--- src/rtl/i281_exec_pkg.sv ---
// Shared definitions for the i281 execution controller: exec_state
// encoding and default widths.
package i281_exec_pkg;

   localparam int PC_WIDTH_DEF  = 6;
   localparam int CNT_WIDTH_DEF = 16;

   // exec_state encoding, visible on the exec_state output
   localparam logic [1:0] ST_HALT   = 2'd0;
   localparam logic [1:0] ST_RUN    = 2'd1;
   localparam logic [1:0] ST_STEP_I = 2'd2;
   localparam logic [1:0] ST_STEP_C = 2'd3;

endpackage

--- src/rtl/i281_exec_ctrl_if.sv ---
// Run/step controls, breakpoint setup, FSM status and counter outputs
// exchanged between the board/debug side and the execution controller.
interface i281_exec_ctrl_if
   import i281_exec_pkg::*;
#(
   parameter int PC_WIDTH  = PC_WIDTH_DEF,
   parameter int CNT_WIDTH = CNT_WIDTH_DEF
);

   logic                 run;
   logic                 step_instr;
   logic                 step_cycle;
   logic                 halt_req;
   logic                 fsm_at_if;
   logic [PC_WIDTH-1:0]  pc;
   logic                 bp_enable;
   logic [PC_WIDTH-1:0]  bp_addr;
   logic                 cnt_clear;

   logic                 cpu_en;
   logic [1:0]           exec_state;
   logic                 bp_hit;
   logic [CNT_WIDTH-1:0] cycle_count;
   logic [CNT_WIDTH-1:0] instr_count;

   // Board/debug side: drives controls, observes status
   modport master (
      output run, step_instr, step_cycle, halt_req, fsm_at_if, pc,
             bp_enable, bp_addr, cnt_clear,
      input  cpu_en, exec_state, bp_hit, cycle_count, instr_count
   );

   // Execution controller side
   modport slave (
      input  run, step_instr, step_cycle, halt_req, fsm_at_if, pc,
             bp_enable, bp_addr, cnt_clear,
      output cpu_en, exec_state, bp_hit, cycle_count, instr_count
   );

endinterface

--- src/rtl/i281_sat_counter.sv ---
// Saturating up-counter with synchronous clear; clear wins over increment
// and the count holds at all-ones.
module i281_sat_counter #(
   parameter int WIDTH = 16
) (
   input  logic             clk,
   input  logic             rst,
   input  logic             clear_i,
   input  logic             inc_i,
   output logic [WIDTH-1:0] count_o
);

   localparam logic [WIDTH-1:0] ONE = {{(WIDTH-1){1'b0}}, 1'b1};
   localparam logic [WIDTH-1:0] MAX = {WIDTH{1'b1}};

   logic [WIDTH-1:0] count_q;
   logic [WIDTH-1:0] count_d;

   // Next count: clear first, otherwise increment unless already saturated
   always_comb begin
      // NOTE: count_d is defaulted before any branch so every path assigns it and no latch is inferred.
      count_d = count_q;
      if (clear_i) begin
         count_d = '0;
      end else if (inc_i && (count_q != MAX)) begin
         count_d = count_q + ONE;
      end
   end

   // Count register
   always_ff @(posedge clk or posedge rst) begin
      // NOTE: state registers use non-blocking assignments so all flops update together at the edge.
      if (rst) begin
         count_q <= '0;
      end else begin
         count_q <= count_d;
      end
   end

   assign count_o = count_q;

endmodule

--- src/rtl/i281_exec_ctrl.sv ---
// i281 execution controller: generates the single clock-enable for the
// control FSM and datapath so the core can free-run, halt on instruction
// boundaries, single-step an instruction or a cycle, and stop on a PC
// breakpoint. Also keeps saturating cycle and instruction counters.
module i281_exec_ctrl
   import i281_exec_pkg::*;
#(
   parameter int PC_WIDTH  = PC_WIDTH_DEF,
   parameter int CNT_WIDTH = CNT_WIDTH_DEF
) (
   input logic             clk,
   input logic             rst,
   i281_exec_ctrl_if.slave bus
);

   logic [1:0]           state_q, state_d;
   logic                 first_q, first_d;
   logic                 halt_pending_q, halt_pending_d;
   logic                 bp_hit_q, bp_hit_d;

   logic [PC_WIDTH-1:0]  pc_w;
   logic [PC_WIDTH-1:0]  bp_addr_w;
   logic                 bp_match;
   logic                 exit_cond;
   logic                 stop;
   logic                 cpu_en;
   logic                 instr_inc;
   logic [CNT_WIDTH-1:0] cycle_cnt;
   logic [CNT_WIDTH-1:0] instr_cnt;

   assign pc_w      = bus.pc;
   assign bp_addr_w = bus.bp_addr;
   assign bp_match  = bus.bp_enable & (pc_w == bp_addr_w);

   // Stop decision and clock-enable; stops are only taken at an IF boundary
   // and never on the first enabled cycle after leaving HALT
   always_comb begin
      exit_cond = 1'b1;
      if (state_q == ST_RUN) begin
         exit_cond = ~bus.run;
      end
      stop   = ~first_q & bus.fsm_at_if & (bp_match | halt_pending_q | exit_cond);
      cpu_en = 1'b0;
      case (state_q)
         ST_RUN, ST_STEP_I: cpu_en = ~stop;
         ST_STEP_C:         cpu_en = 1'b1;
         default:           cpu_en = 1'b0;
      endcase
   end

   // Next exec_state, resume flag, pending halt and sticky breakpoint flag
   always_comb begin
      state_d        = state_q;
      first_d        = first_q;
      halt_pending_d = halt_pending_q;
      bp_hit_d       = bp_hit_q;

      case (state_q)
         ST_HALT: begin
            // step_cycle outranks step_instr, which outranks run
            if (bus.step_cycle) begin
               state_d = ST_STEP_C;
            end else if (bus.step_instr) begin
               state_d = ST_STEP_I;
            end else if (bus.run) begin
               state_d = ST_RUN;
            end
         end
         ST_RUN, ST_STEP_I: begin
            if (stop) begin
               state_d = ST_HALT;
               if (bp_match) begin
                  bp_hit_d = 1'b1;
               end
            end
         end
         default: begin
            // STEP_C is exactly one enabled cycle, wherever the FSM is
            state_d = ST_HALT;
         end
      endcase

      if ((state_q == ST_HALT) && (state_d != ST_HALT)) begin
         first_d  = 1'b1;
         bp_hit_d = 1'b0;
      end else if (cpu_en) begin
         first_d = 1'b0;
      end

      // halt_req is ignored while halted; a pending halt is consumed on entry to HALT
      if ((state_q == ST_HALT) || (state_d == ST_HALT)) begin
         halt_pending_d = 1'b0;
      end else if (bus.halt_req) begin
         halt_pending_d = 1'b1;
      end
   end

   // Controller state registers
   always_ff @(posedge clk or posedge rst) begin
      if (rst) begin
         state_q        <= ST_HALT;
         first_q        <= 1'b0;
         halt_pending_q <= 1'b0;
         bp_hit_q       <= 1'b0;
      end else begin
         state_q        <= state_d;
         first_q        <= first_d;
         halt_pending_q <= halt_pending_d;
         bp_hit_q       <= bp_hit_d;
      end
   end

   assign instr_inc = cpu_en & bus.fsm_at_if;

   i281_sat_counter #(.WIDTH(CNT_WIDTH)) u_cycle_cnt (
      .clk     (clk),
      .rst     (rst),
      .clear_i (bus.cnt_clear),
      .inc_i   (cpu_en),
      .count_o (cycle_cnt)
   );

   i281_sat_counter #(.WIDTH(CNT_WIDTH)) u_instr_cnt (
      .clk     (clk),
      .rst     (rst),
      .clear_i (bus.cnt_clear),
      .inc_i   (instr_inc),
      .count_o (instr_cnt)
   );

   assign bus.cpu_en      = cpu_en;
   assign bus.exec_state  = state_q;
   assign bus.bp_hit      = bp_hit_q;
   assign bus.cycle_count = cycle_cnt;
   assign bus.instr_count = instr_cnt;

endmodule

--- src/flat_wrapper.sv ---
// flat-port wrapper written by rule: the top's interface ports become plain ports
module i281_exec_ctrl_flat import i281_exec_pkg::*;
#(
   parameter int PC_WIDTH  = PC_WIDTH_DEF,
   parameter int CNT_WIDTH = CNT_WIDTH_DEF
)
  (clk, rst, bus_run, bus_step_instr, bus_step_cycle, bus_halt_req, bus_fsm_at_if, bus_pc, bus_bp_enable, bus_bp_addr, bus_cnt_clear, bus_cpu_en, bus_exec_state, bus_bp_hit, bus_cycle_count, bus_instr_count);
  i281_exec_ctrl_if #(.PC_WIDTH(PC_WIDTH), .CNT_WIDTH(CNT_WIDTH)) bus_i ();
  input logic clk;
  input logic rst;
  input wire logic [$bits(bus_i.run)-1:0] bus_run;
  input wire logic [$bits(bus_i.step_instr)-1:0] bus_step_instr;
  input wire logic [$bits(bus_i.step_cycle)-1:0] bus_step_cycle;
  input wire logic [$bits(bus_i.halt_req)-1:0] bus_halt_req;
  input wire logic [$bits(bus_i.fsm_at_if)-1:0] bus_fsm_at_if;
  input wire logic [$bits(bus_i.pc)-1:0] bus_pc;
  input wire logic [$bits(bus_i.bp_enable)-1:0] bus_bp_enable;
  input wire logic [$bits(bus_i.bp_addr)-1:0] bus_bp_addr;
  input wire logic [$bits(bus_i.cnt_clear)-1:0] bus_cnt_clear;
  output wire logic [$bits(bus_i.cpu_en)-1:0] bus_cpu_en;
  output wire logic [$bits(bus_i.exec_state)-1:0] bus_exec_state;
  output wire logic [$bits(bus_i.bp_hit)-1:0] bus_bp_hit;
  output wire logic [$bits(bus_i.cycle_count)-1:0] bus_cycle_count;
  output wire logic [$bits(bus_i.instr_count)-1:0] bus_instr_count;
  assign bus_i.run = bus_run;
  assign bus_i.step_instr = bus_step_instr;
  assign bus_i.step_cycle = bus_step_cycle;
  assign bus_i.halt_req = bus_halt_req;
  assign bus_i.fsm_at_if = bus_fsm_at_if;
  assign bus_i.pc = bus_pc;
  assign bus_i.bp_enable = bus_bp_enable;
  assign bus_i.bp_addr = bus_bp_addr;
  assign bus_i.cnt_clear = bus_cnt_clear;
  assign bus_cpu_en = bus_i.cpu_en;
  assign bus_exec_state = bus_i.exec_state;
  assign bus_bp_hit = bus_i.bp_hit;
  assign bus_cycle_count = bus_i.cycle_count;
  assign bus_instr_count = bus_i.instr_count;
  i281_exec_ctrl #(.PC_WIDTH(PC_WIDTH), .CNT_WIDTH(CNT_WIDTH)) u_core (.clk(clk), .rst(rst), .bus(bus_i));
endmodule
--- config.mk ---
export PLATFORM = sky130hd
export DESIGN_NAME = i281_exec_ctrl_flat
export DESIGN_NICKNAME = d
export VERILOG_FILES = /design/src/rtl/i281_exec_pkg.sv /design/src/rtl/i281_exec_ctrl_if.sv /design/src/rtl/i281_sat_counter.sv /design/src/rtl/i281_exec_ctrl.sv /design/src/flat_wrapper.sv
export SDC_FILE = /design/constraint.sdc
export NUM_CORES = 1
export LEC_CHECK = 0
export BUFFER_PORTS_ARGS = -buffer_cell sky130_fd_sc_hd__buf_2
export CORE_MARGIN = 10
export CORE_UTILIZATION = 48
export CTS_CLUSTER_SIZE = 20
export DETAILED_ROUTE_END_ITERATION = 8
export PLACE_DENSITY_LB_ADDON = 0.15
export SLEW_MARGIN = 30
export SYNTH_ARGS = -nofsm -noshare
export SYNTH_HDL_FRONTEND = slang
export SYNTH_SLANG_ARGS = --single-unit
--- constraint.sdc ---
create_clock -name clk -period 2.1 [get_ports clk]
set_input_delay 0.315 -clock clk [delete_from_list [all_inputs] [get_ports clk]]
set_output_delay 0.315 -clock clk [all_outputs]
set_load 0.005 [all_outputs]
# After elaboration in Yosys (flattened, before gate mapping)

Cells that the tools add are included.
Widths: inputs -> output; s select.

RAM bits: 0
Logic and storage cells: 58
Register bits: 37
Memory bits (read-only): 0
Bits in latches: 0
Memories kept: 0
Output and inout bits: 36

Bitwise operators: 9
Order comparisons: 0
Reductions and logical operators: 16
$mul: 0
Shift-type cells: 0
Div/mod/pow operators: 0
Equality and inequality tests: 6
Multiplexer cells: 19
Add/sub/neg operators: 2

Operator list:

| operator              | count |
|---|---|
| $mux 16               | 4 |
| $add 16x1->16 const B | 2 |
| $ne 16x16->1 const B  | 2 |
| $reduce_bool 2->1     | 8 |
| $mux 1                | 9 |
| $mux 2                | 4 |
| $eq 6x6->1            | 1 |
| $and 1x1->1           | 4 |
| $eq 2x2->1 const B    | 2 |
| $logic_not 2->1       | 2 |
| $pmux 2 s2            | 1 |
| $logic_and 1x1->1     | 3 |
| $not 1->1             | 3 |
| $reduce_and 3->1      | 1 |
| $eq 2x1->1 const B    | 1 |
| $or 1x1->1            | 2 |
| $pmux 1 s2            | 1 |
| $reduce_or 2->1       | 1 |
| $logic_or 1x1->1      | 1 |

# Depth between registers and ports, before layout

Gate-level depths: netlist (run 1).

Word-level depth: 11
Gate-level depth with buffers: 9
Mapped depth without buffers: 8

# Hierarchy

Synthesis (run 1) repeated with hierarchy kept, for this count alone.

Cell total of the unflattened synthesis: 247
Area, all modules: 2264.7 µm²

By module, submodules not included:

| module           | area an instance (µm²) | cells each | instances |
|---|---|---|---|
| i281_sat_counter | 932.1                  | 101        | 2 |
| i281_exec_ctrl   | 400.4                  | 45         | 1 |

# Worst setup path before layout (run 1)

Ideal clock, no wire load.

Kind: flip-flop to flip-flop
Start point: reg u_core.state_q[0] (netlist: u_core.bus.exec_state[0])
End point: reg u_core.u_cycle_cnt.count_q[8] (netlist: u_core.u_cycle_cnt.count_o[8])
Required time: 1.972 ns
Setup time: 0.128 ns
Cell stages (with the launch flop): 9
Path slack: -0.226 ns
Path buffers: 1
Arrival: 2.199 ns
Cell sequence: dfrtp_1 > inv_1 > ha_1 > nand4b_1 > o21bai_1 > a211oi_2 > buf_6 > nor4b_1 > mux2_1

Longest elaborated chain between the ends: 8
Elaborated cells on any way between the ends: 11

Ends and longest elaborated chain:

| what                                 | line                                       | text |
|---|---|---|
| start: declaration                   | i281_exec_ctrl.sv:16                       | `logic [1:0] state_q, state_d;` |
| start signal: assignment             | i281_exec_ctrl.sv:106                      | `state_q <= state_d;` |
| $eq 2x1->1                           | i281_exec_ctrl.sv:39, i281_exec_ctrl.sv:44 |  |
| $mux 1                               | i281_exec_ctrl.sv:39                       | `if (state_q == ST_RUN) begin` |
| $or 1x1->1                           | i281_exec_ctrl.sv:42                       | `stop = ~first_q & bus.fsm_at_if & (bp_match \| halt_pending_q \| exit_cond);` |
| $and 1x1->1                          | i281_exec_ctrl.sv:42                       |  |
| $not 1->1                            | i281_exec_ctrl.sv:45                       | `ST_RUN, ST_STEP_I: cpu_en = ~stop;` |
| $pmux 1 s2 *                         | i281_exec_ctrl.sv:44                       | `case (state_q)` |
| $logic_and 1x1->1 *                  | i281_sat_counter.sv:25                     | `end else if (inc_i && (count_q != MAX)) begin` |
| $reduce_bool 2->1 (no source line) * | --                                         |  |
| end signal: assignment               | i281_sat_counter.sv:36                     | `count_q <= count_d;` |
| end: declaration                     | i281_sat_counter.sv:16                     | `logic [WIDTH-1:0] count_q;` |

Every way passes the cells marked *; elsewhere a longest branch is shown, timed or not.
A chain may end at the register's enable or synchronous reset.

# Worst setup path after layout (run 1)

Start point: reg u_core.state_q[1] (netlist: u_core.bus.exec_state[1])
End point: reg u_core.u_cycle_cnt.count_q[14] (netlist: u_core.u_cycle_cnt.count_o[14])

The elaborated chain is that of the path after synthesis.

==> results of run 1 <==
[state kept, by name (all words and copies together) (netlist names)]
signal                      cells
u_core.bus.exec_state           2
u_core.first_q                  1
u_core.u_cycle_cnt.count_o     16
u_core.u_instr_cnt.count_o     16
u_core.halt_pending_q           1
u_core.bus.bp_hit               1
[metal layers]
layer	wire [um]	vias up	track usage, %
met4	34	0	3.82
li1	-	1059	-
met2	3240	57	26.8
met5	0	-	0
met1	2810	1030	19.7
met3	326	4	4.78
[worst reg2reg max path, delay by kind of cell, from the launching register on]
family	cells	cell delay [ns]
AO/OA/AOI/OAI	2	0.45
adder cells (fa/ha/maj)	1	0.26
AND/OR/NAND/NOR	2	0.35
flip-flops	1	0.37
buffers and inverters	2	0.24
multiplexers	1	0.29
[kinds of logic after synthesis]
kind of cell	count (synthesis)	synth area share, %
AOI/OAI and AO/OA	53	14.9
xor gates and xnor gates	16	6.24
adders and majority gates	5	2.79
buffers and inverters	23	5.18
DFF	37	41.2
muxes	8	4.07
and+or+nand+nor	102	25.6
[stage by stage]
step	power [mW]	instance area, um^2	hold WS, ns	setup TNS (ns)	utilization, %
after floorplan	1.47	2290	0.464	-0.0456	-
after global placement	1.75	2760	0.453	0	62.1
after detailed placement	1.77	2760	0.461	-0.113	62.1
after CTS	2.45	2920	0.142	0	65.6
after global routing	2.73	3030	0.160	-0.315	68.2
final	2.59	3030	0.117	0	68.2
[where the power goes]
group / total (mW) / internal [mW] / switching (mW)
registers: 0.803 / 0.771 / 0.0319
clock network: 0.606 / 0.345 / 0.261
logic: 1.18 / 0.539 / 0.640
[final timing paths]
check	start	end	cells past startpoint
max	u_core.bus.exec_state[1]	u_core.u_cycle_cnt.count_o[14]	8
min	rst	u_core.u_instr_cnt.count_o[1]	3
max reg2reg	u_core.bus.exec_state[1]	u_core.u_cycle_cnt.count_o[14]	8
min reg2reg	u_core.bus.bp_hit	u_core.bus.bp_hit	1
max in group asynchronous	rst	u_core.bus.exec_state[0]	3
min in group clk	bus_halt_req	u_core.halt_pending_q	3
[placed cells by master, fill, tap and decap left out, types with 3 or more instances in the layout]
| master | instances |
|---|---|
| buf_2 | 56 |
| buf_4 | 33 |
| or4_1 | 7 |
| or3_1 | 4 |
| o31ai_1 | 6 |
| nand2b_1 | 3 |
| nor4_2 | 3 |
| clkbuf_8 | 5 |
| nand2_1 | 12 |
| nor2b_1 | 7 |
| nor2_1 | 28 |
| or3_4 | 3 |
| ha_1 | 3 |
| nand3_1 | 9 |
| a21oi_1 | 20 |
| dfrtp_1 | 37 |
| nand4_1 | 8 |
| mux2_4 | 4 |
| o21ai_0 | 9 |
| inv_1 | 11 |
| xnor2_1 | 15 |
[cell usage after synthesis, drive strengths merged, types with 7 or more instances]
master / number / area (um^2)
dfrtp: 37 / 926
nor2: 28 / 105
a21oi: 22 / 110
xnor2: 15 / 131
inv: 13 / 48.8
nand2: 12 / 45.0
o21ai: 10 / 50.0
nand3: 9 / 45.0
nand4: 9 / 62.6
nor2b: 7 / 43.8
or3: 7 / 53.8
or4: 7 / 52.6
[final cells by class]
| type | instances | area share, % |
|---|---|---|
| Inverter | 13 | 1.61 |
| Clock inverter | 2 | 1.16 |
| Timing Repair Buffer | 89 | 17.4 |
| Tap cell | 52 | 2.15 |
| Sequential cell | 37 | 30.5 |
| Multi-Input combinational cell | 186 | 44.9 |
| Clock buffer | 5 | 2.27 |
[what timing repair did]
| action | in CTS | in global routing |
|---|---|---|
| setup endpoints to repair | 7 | 27 |
| gates resized for setup | 3 | 18 |
| hold endpoints to repair | 0 | 0 |
| cloned | 1 | 1 |
| setup buffers | 4 | 4 |
| pin swaps | 1 | 9 |
==> results.yml, run 1 <==
outcome:
  status: "finished clean"
global_route:
  grt_start_max_net_pins: 38
  number_of_antenna_violations_at_the_first_check_in_global_routing: 0
  grt_pass1_vias: 2157
  grt_overflow: 0
  globalRouteTotalUtil_pct: 16.0
  grt_first_pass_wirelength_um: 10200
timing:
  final_critical_path_setup_slack_ns: 0.0262
  maxClockFrequency_mhz: 482
  number_of_max_slew_violations_in_the_final_report: 0
  worst_clock_skew_ns: 0.0100
  slew_headroom_pct: 64.5
  period_minus_slack_ns: 2.07
  finalCritPeriodShare_pct: 98.8
  setup-violations-final: 0
  grt_setup_unrepaired: "yes"
  timing.final.hold_violations: 0
  worst_slew_pin_slew_ns: 0.533
die:
  die-area_mm2: 0.00781
  rows: 24
  floorplan.io_pins: 57
  die_height_um: 88.4
  initial_core_util_pct: 50.5
  core_area_mm2: 0.00444
  die_x_um: 88.4
detailed_routing:
  route.detailed.vias_per_inst: 5.60
  post-route-drc-count: 0
  route.final.wire_length_um: 6410
  ant_nets: 0
  number_of_iterations_in_the_first_detailed_routing_pass: 4
  drtIter0Drc: 101
  dr_total_vias: 2150
  wire_per_inst_um: 16.7
layout:
  final_nets: 358
  flow.area_growth_from_synthesis_pct: 35.0
  multiInputGateArea_mm2: 0.00136
  layoutNonFillerInstCount: 384
  layout.filler_cells: 375
  drive_gt1_share_pct: 40.7
  insertedDiodeCount: 0
  ff_latch_area_um2: 926
setup_path:
  startpoint_type_of_the_worst_setup_path: "register"
  worstPathMaxFanout: 7
  critical_path_class: "register to register"
  critical-path-slowest-cell: "dfrtp_1"
  crit_path_end_kind: "register"
  worst-r2r-setup-slack_ns: 0.03
  required_time_at_the_worst_slack_endpoint_ns: 2.28
  cp.buffers_inverters: 2
  cpPeakStageDelay_ns: 0.37
  crit_arrival_ns: 2.25
  critical-path-top-delay-family: "compound AO/OA/AOI/OAI gates"
  cell_by_cell_trace_of_the_critical_path: "inv_2 > ha_4 > nand4b_1 > o21bai_4 > a211oi_2 > buf_4 > and4_4 > mux2_4"
synth:
  synth_fp_nets: 270
  synth-warning-count: 0
  synth_enable_flop_cells: 0
  synthesis.instances: 244
  seq_area_frac_synth_pct: 41.2
  synth-async-reset-ratio_pct: 100
  synth.cell_area_mm2: 0.00225
  postSynthAreaPerCell_um2: 9.20
  synth_seq_cells: 37
  synth.lib_cells_used.distinct: 52
  ys.flop_type: "dfrtp_1"
min_path:
  timing.hold.worst.class: "input port to asynchronous set/reset pin"
clock_tree:
  htreeDepth: 2
  clk_path_buf_depth: 2
  root_buffer: "clkbuf_8"
  tritoncts_clock_tree: "done"
  clkTransAtPathRegs_ns: 0.08
  tritoncts.num_buffers: 5
  cts.hold.buffers_added: 0
  clk-insertion-delay-late_ns: 0.29
  clkSinkCount: 37
place:
  gp_congestion: 0.939
  place.detailed.instances: 367
  dp_slack_ns: -0.0687
  place.detailed.hpwl_um: 4430
  place.port_buffers: 56
power_and_ir_drop:
  power.leakage_nw: 1.42
  power_density_mw_per_mm2: 854
  max_vdd_drop_uv: 467
run:
  drv_cap: 0
Power figures use the tool's default switching activity.
==> run 2, diff against run 1 <==
- CELL_PAD_IN_SITES_DETAIL_PLACEMENT: default -> 1
- CELL_PAD_IN_SITES_GLOBAL_PLACEMENT: default -> 2
- CORE_UTILIZATION: 48 -> 28
==> results.yml, run 2 (synthesized netlist as in run 1, its figures left out) <==
outcome:
  status: "finished clean"
clock_tree:
  root_buffer: "clkbuf_8"
  clk-insertion-delay-late_ns: 0.29
  htreeDepth: 2
  clkSinkCount: 37
  tritoncts.num_buffers: 5
  tritoncts_clock_tree: "done"
  clk_path_buf_depth: 2
  clkTransAtPathRegs_ns: 0.08
place:
  gp_congestion: 0.790
  place.detailed.hpwl_um: 5460
  placedInstanceArea_mm2: 0.00294
  place.port_buffers: 56
global_route:
  grt_start_max_net_pins: 38
  grt_first_pass_wirelength_um: 12000
  grt_pass1_vias: 2336
  grt_overflow: 0
  globalRouteTotalUtil_pct: 12.4
  number_of_antenna_violations_at_the_first_check_in_global_routing: 0
die:
  core_area_mm2: 0.00777
  die_x_um: 110
  die_height_um: 110
  initial_core_util_pct: 28.9
  floorplan.io_pins: 57
  die-area_mm2: 0.0120
  rows: 32
timing:
  timing.final.hold_violations: 0
  grt_setup_unrepaired: "yes"
  maxClockFrequency_mhz: 480
  worst_slew_pin_slew_ns: 0.497
  period_minus_slack_ns: 2.08
  number_of_max_slew_violations_in_the_final_report: 0
  worst_clock_skew_ns: 0.00769
  slew_headroom_pct: 66.8
  finalCritPeriodShare_pct: 99.2
  setup-violations-final: 0
layout:
  most_common_library_cell_in_the_layout_ignoring_fill_and_taps: "buf_2"
  final_cell_mix: "buf_2, buf_4, dfrtp_1, nor2_1, a21oi_1"
  finalInstanceArea_mm2: 0.00314
  drive_gt1_share_pct: 42.7
  final_nets: 369
  flow.area_growth_from_synthesis_pct: 39.9
  utilization_after_layout_pct: 40.5
  insertedDiodeCount: 0
min_path:
  timing.hold.worst.class: "input port to asynchronous set/reset pin"
power_and_ir_drop:
  finalPower_mw: 2.43
  power_density_mw_per_mm2: 775
  max_vdd_drop_uv: 324
  power.leakage_nw: 1.47
detailed_routing:
  drtIter0Drc: 68
  ant_nets: 0
  dr_total_vias: 2191
  number_of_iterations_in_the_first_detailed_routing_pass: 6
  route.final.wire_length_um: 7080
  post-route-drc-count: 0
  wire_per_inst_um: 15.9
  route.detailed.vias_per_inst: 4.91
setup_path:
  crit_path_end_kind: "register"
  startpoint_type_of_the_worst_setup_path: "register"
  required_time_at_the_worst_slack_endpoint_ns: 2.28
  critical_path_class: "register to register"
  crit_arrival_ns: 2.26
  worstPathMaxFanout: 8
run:
  drv_cap: 0
run 2: changes by cell type in the layout (fill, tap and decap cells not counted), sizes merged:
cell | before | now
clkinv | 1 | 2
bufinv | 1 | 0
a21o | 5 | 3
buf | 89 | 102
clkinvlp | 0 | 1
run 2: repair_timing:
action | CTS | global route
resized for setup | 4 | 13
setup buffers | 2 | 5
pin swaps | 1 | 4
endpoints found under the setup margin | 7 | 26
hold buffers | 0 | 0
run 2: report_power, final:
part | internal (mW) | leakage (nW) | switching [mW]
Combinational | 0.544 | 0.913 | 0.578
Clock | 0.229 | 0.0439 | 0.277
Sequential | 0.771 | 0.510 | 0.0351
Total | 1.54 | 1.47 | 0.890
run 2: cell type report:
cell class | count | area (um^2)
clock buffer | 5 | 68.8
clock inverter | 3 | 17.5
fill | 950 | 4620
inverter | 13 | 48.8
multi-input combinational | 184 | 1310
sequential | 37 | 926
tap | 102 | 128
timing repair buffer | 102 | 642
run 2: final timing paths:
kind / startpoint / endpoint / slack (ns) / cells after the start
hold / removal: rst / u_core.u_instr_cnt.count_o[14] / 0.13 / 3
hold reg to reg: u_core.bus.bp_hit / u_core.bus.bp_hit / 0.49 / 1
setup / recovery: u_core.bus.exec_state[1] / u_core.u_cycle_cnt.count_o[14] / 0.02 / 8
min in group clk: bus_halt_req / u_core.halt_pending_q / 0.29 / 3
max in group asynchronous: rst / u_core.bus.exec_state[0] / 1.62 / 3
setup reg to reg: u_core.bus.exec_state[1] / u_core.u_cycle_cnt.count_o[14] / 0.02 / 8
run 2: worst max-delay path, cell delays in order (launching register included):
cell      delay (ns)
dfrtp_1         0.37
inv_2           0.06
ha_4            0.27
nand4b_1        0.13
o21bai_4        0.23
a211oi_2        0.18
buf_4           0.18
and4_2          0.23
mux2_2          0.32
run 2: layer usage:
| layer | part of all wire [%] | wire, um | GRT usage (%) |
|---|---|---|---|
| met3 | 4.6 | 322 | 2.98 |
| met1 | 45 | 3200 | 15.4 |
| met5 | 0 | 0 | 0 |
| met2 | 49 | 3500 | 21.0 |
| met4 | 0.76 | 54 | 3.07 |
run 2: per-stage QoR:
| stage | hold WS (ns) | instances | setup slack [ns] | setup TNS, ns |
|---|---|---|---|---|
| finish | 0.134 | 446 | 0.0158 | 0 |
| global route | 0.169 | 446 | -0.132 | -0.916 |
| CTS | 0.147 | 441 | 0.00279 | 0 |
| detailed placement | 0.471 | 431 | -0.0295 | -0.0638 |
| global placement | 0.469 | 431 | 0.0351 | 0 |
| floorplan | 0.464 | 244 | -0.0253 | -0.0456 |
==> run 3, diff against run 2 <==
- REMOVE_ABC_BUFFERS: default -> 1
==> results.yml, run 3 (synthesized netlist as in run 1, its figures left out) <==
setup_path:
  crit_path_end_kind: "register"
  worstPathMaxFanout: 7
  startpoint_type_of_the_worst_setup_path: "register"
  crit_arrival_ns: 2.29
  critical_path_class: "register to register"
  required_time_at_the_worst_slack_endpoint_ns: 2.27
clock_tree:
  root_buffer: "clkbuf_8"
  tritoncts_clock_tree: "done"
  htreeDepth: 2
  clkSinkCount: 37
  clk-insertion-delay-late_ns: 0.29
  tritoncts.num_buffers: 5
  cts.hold.buffers_added: 0
  clkTransAtPathRegs_ns: 0.08
  clk_path_buf_depth: 2
global_route:
  grt_start_max_net_pins: 41
  grt_overflow: 0
  grt_pass1_vias: 2345
  globalRouteTotalUtil_pct: 12.1
  number_of_antenna_violations_at_the_first_check_in_global_routing: 0
  grt_first_pass_wirelength_um: 11700
power_and_ir_drop:
  max_vdd_drop_uv: 323
  power_density_mw_per_mm2: 812
  power.leakage_nw: 1.53
timing:
  finalCritPeriodShare_pct: 101
  setup-violations-final: 2
  final_critical_path_setup_slack_ns: -0.0164
  timing.final.hold_violations: 0
  period_minus_slack_ns: 2.12
  tns_ns: -0.0172
  worst_slew_pin_slew_ns: 0.496
  slew_headroom_pct: 66.9
  worst_hold_slack_ns: 0.131
  worst_clock_skew_ns: 0.00689
  grt_setup_unrepaired: "yes"
  maxClockFrequency_mhz: 472
  number_of_max_slew_violations_in_the_final_report: 0
layout:
  insertedDiodeCount: 0
  drive_gt1_share_pct: 45.9
  final_nets: 382
  utilization_after_layout_pct: 42.5
  final_cell_mix: "buf_2, buf_4, dfrtp_1, nor2_1, xnor2_1"
  flow.area_growth_from_synthesis_pct: 47.0
  most_common_library_cell_in_the_layout_ignoring_fill_and_taps: "buf_2"
  layoutNonFillerInstCount: 459
place:
  dp_slack_ns: -0.188
  place.port_buffers: 56
  place.detailed.hpwl_um: 5380
  place.detailed.instances: 440
  gp_congestion: 0.825
outcome:
  violations: "negative setup slack"
  status: "finished with violations"
die:
  floorplan.io_pins: 57
  die-area_mm2: 0.0120
  die_height_um: 110
  rows: 32
  initial_core_util_pct: 28.9
  core_area_mm2: 0.00777
  die_x_um: 110
detailed_routing:
  number_of_iterations_in_the_first_detailed_routing_pass: 4
  met1_length_um: 3230
  met3RoutedLength_um: 479
  met2_routed_length_um: 3510
  route.detailed.vias_per_inst: 4.90
  ant_nets: 0
  post-route-drc-count: 0
  routed.top_layer: "met4"
  drtIter0Drc: 96
  dr_total_vias: 2249
  wire_per_inst_um: 15.9
  route.final.wire_length_um: 7300
run:
  drv_cap: 0
min_path:
  timing.hold.worst.class: "input port to asynchronous set/reset pin"
[run 3: cell types whose count changed in the layout (fill, tap and decap cells not counted), moves of 2 or more]
cell	before	now
buf_4	44	55
or3_4	4	2
clkbuf_1	0	3
or3_1	3	5
clkinv_2	2	0
a21oi_1	17	14
a21oi_2	5	7
[run 3: per-layer routing]
layer  vias to the layer above  global-route usage, %
li1                       1100                      -
met1                      1093                   14.5
met2                        49                   20.8
met3                         7                   3.74
met4                         0                   2.79
met5                         -                      0
[run 3: report_power, final]
part	switching [mW]	internal (mW)	leakage (nW)	total, mW
Combinational	0.690	0.693	0.985	1.38
Clock	0.256	0.236	0.0395	0.492
Sequential	0.0330	0.771	0.508	0.804
[run 3: path summary, 6_finish.rpt]
| kind | from | endpoint | slack, ns | cells after the start |
|---|---|---|---|---|
| worst max-delay path | u_core.bus.exec_state[1] | u_core.u_cycle_cnt.count_o[8] | -0.02 | 8 |
| worst min-delay path | rst | u_core.u_instr_cnt.count_o[1] | 0.13 | 3 |
| worst max register to register | u_core.bus.exec_state[1] | u_core.u_cycle_cnt.count_o[8] | -0.02 | 8 |
| worst min register to register | u_core.first_q | u_core.first_q | 0.53 | 2 |
| max in group asynchronous | rst | u_core.u_cycle_cnt.count_o[8] | 1.60 | 3 |
| min in group clk | bus_halt_req | u_core.halt_pending_q | 0.32 | 3 |
[run 3: layout make-up]
class / instances / area (um^2)
timing repair buffer: 114 / 736
fill: 946 / 4470
tap: 102 / 128
sequential: 37 / 927
clock buffer: 8 / 80.1
multi-input combinational: 185 / 1380
inverter: 13 / 48.8
[run 3: per-stage QoR]
| stage | total power [mW] | cell area [um^2] |
|---|---|---|
| after CTS | 2.48 | 3140 |
| after global routing | 2.87 | 3300 |
| after floorplan | 1.32 | 2180 |
| after global placement | 1.86 | 2960 |
| final | 2.68 | 3300 |
| after detailed placement | 1.88 | 2960 |
[run 3: worst max-delay path: stages (launching register included)]
cell and delay, ns:
dfrtp_1 0.37, inv_2 0.06, ha_4 0.26, nand4b_1 0.13
o21bai_4 0.23, a211oi_2 0.22, buf_4 0.18, nor4b_4 0.22
mux2_4 0.32
[run 3: repair_timing]
item	4_1_cts	5_1_grt
cloned	0	1
resized for setup	13	26
endpoints found under the setup margin	27	25
setup buffers	5	6
pin swaps	6	13
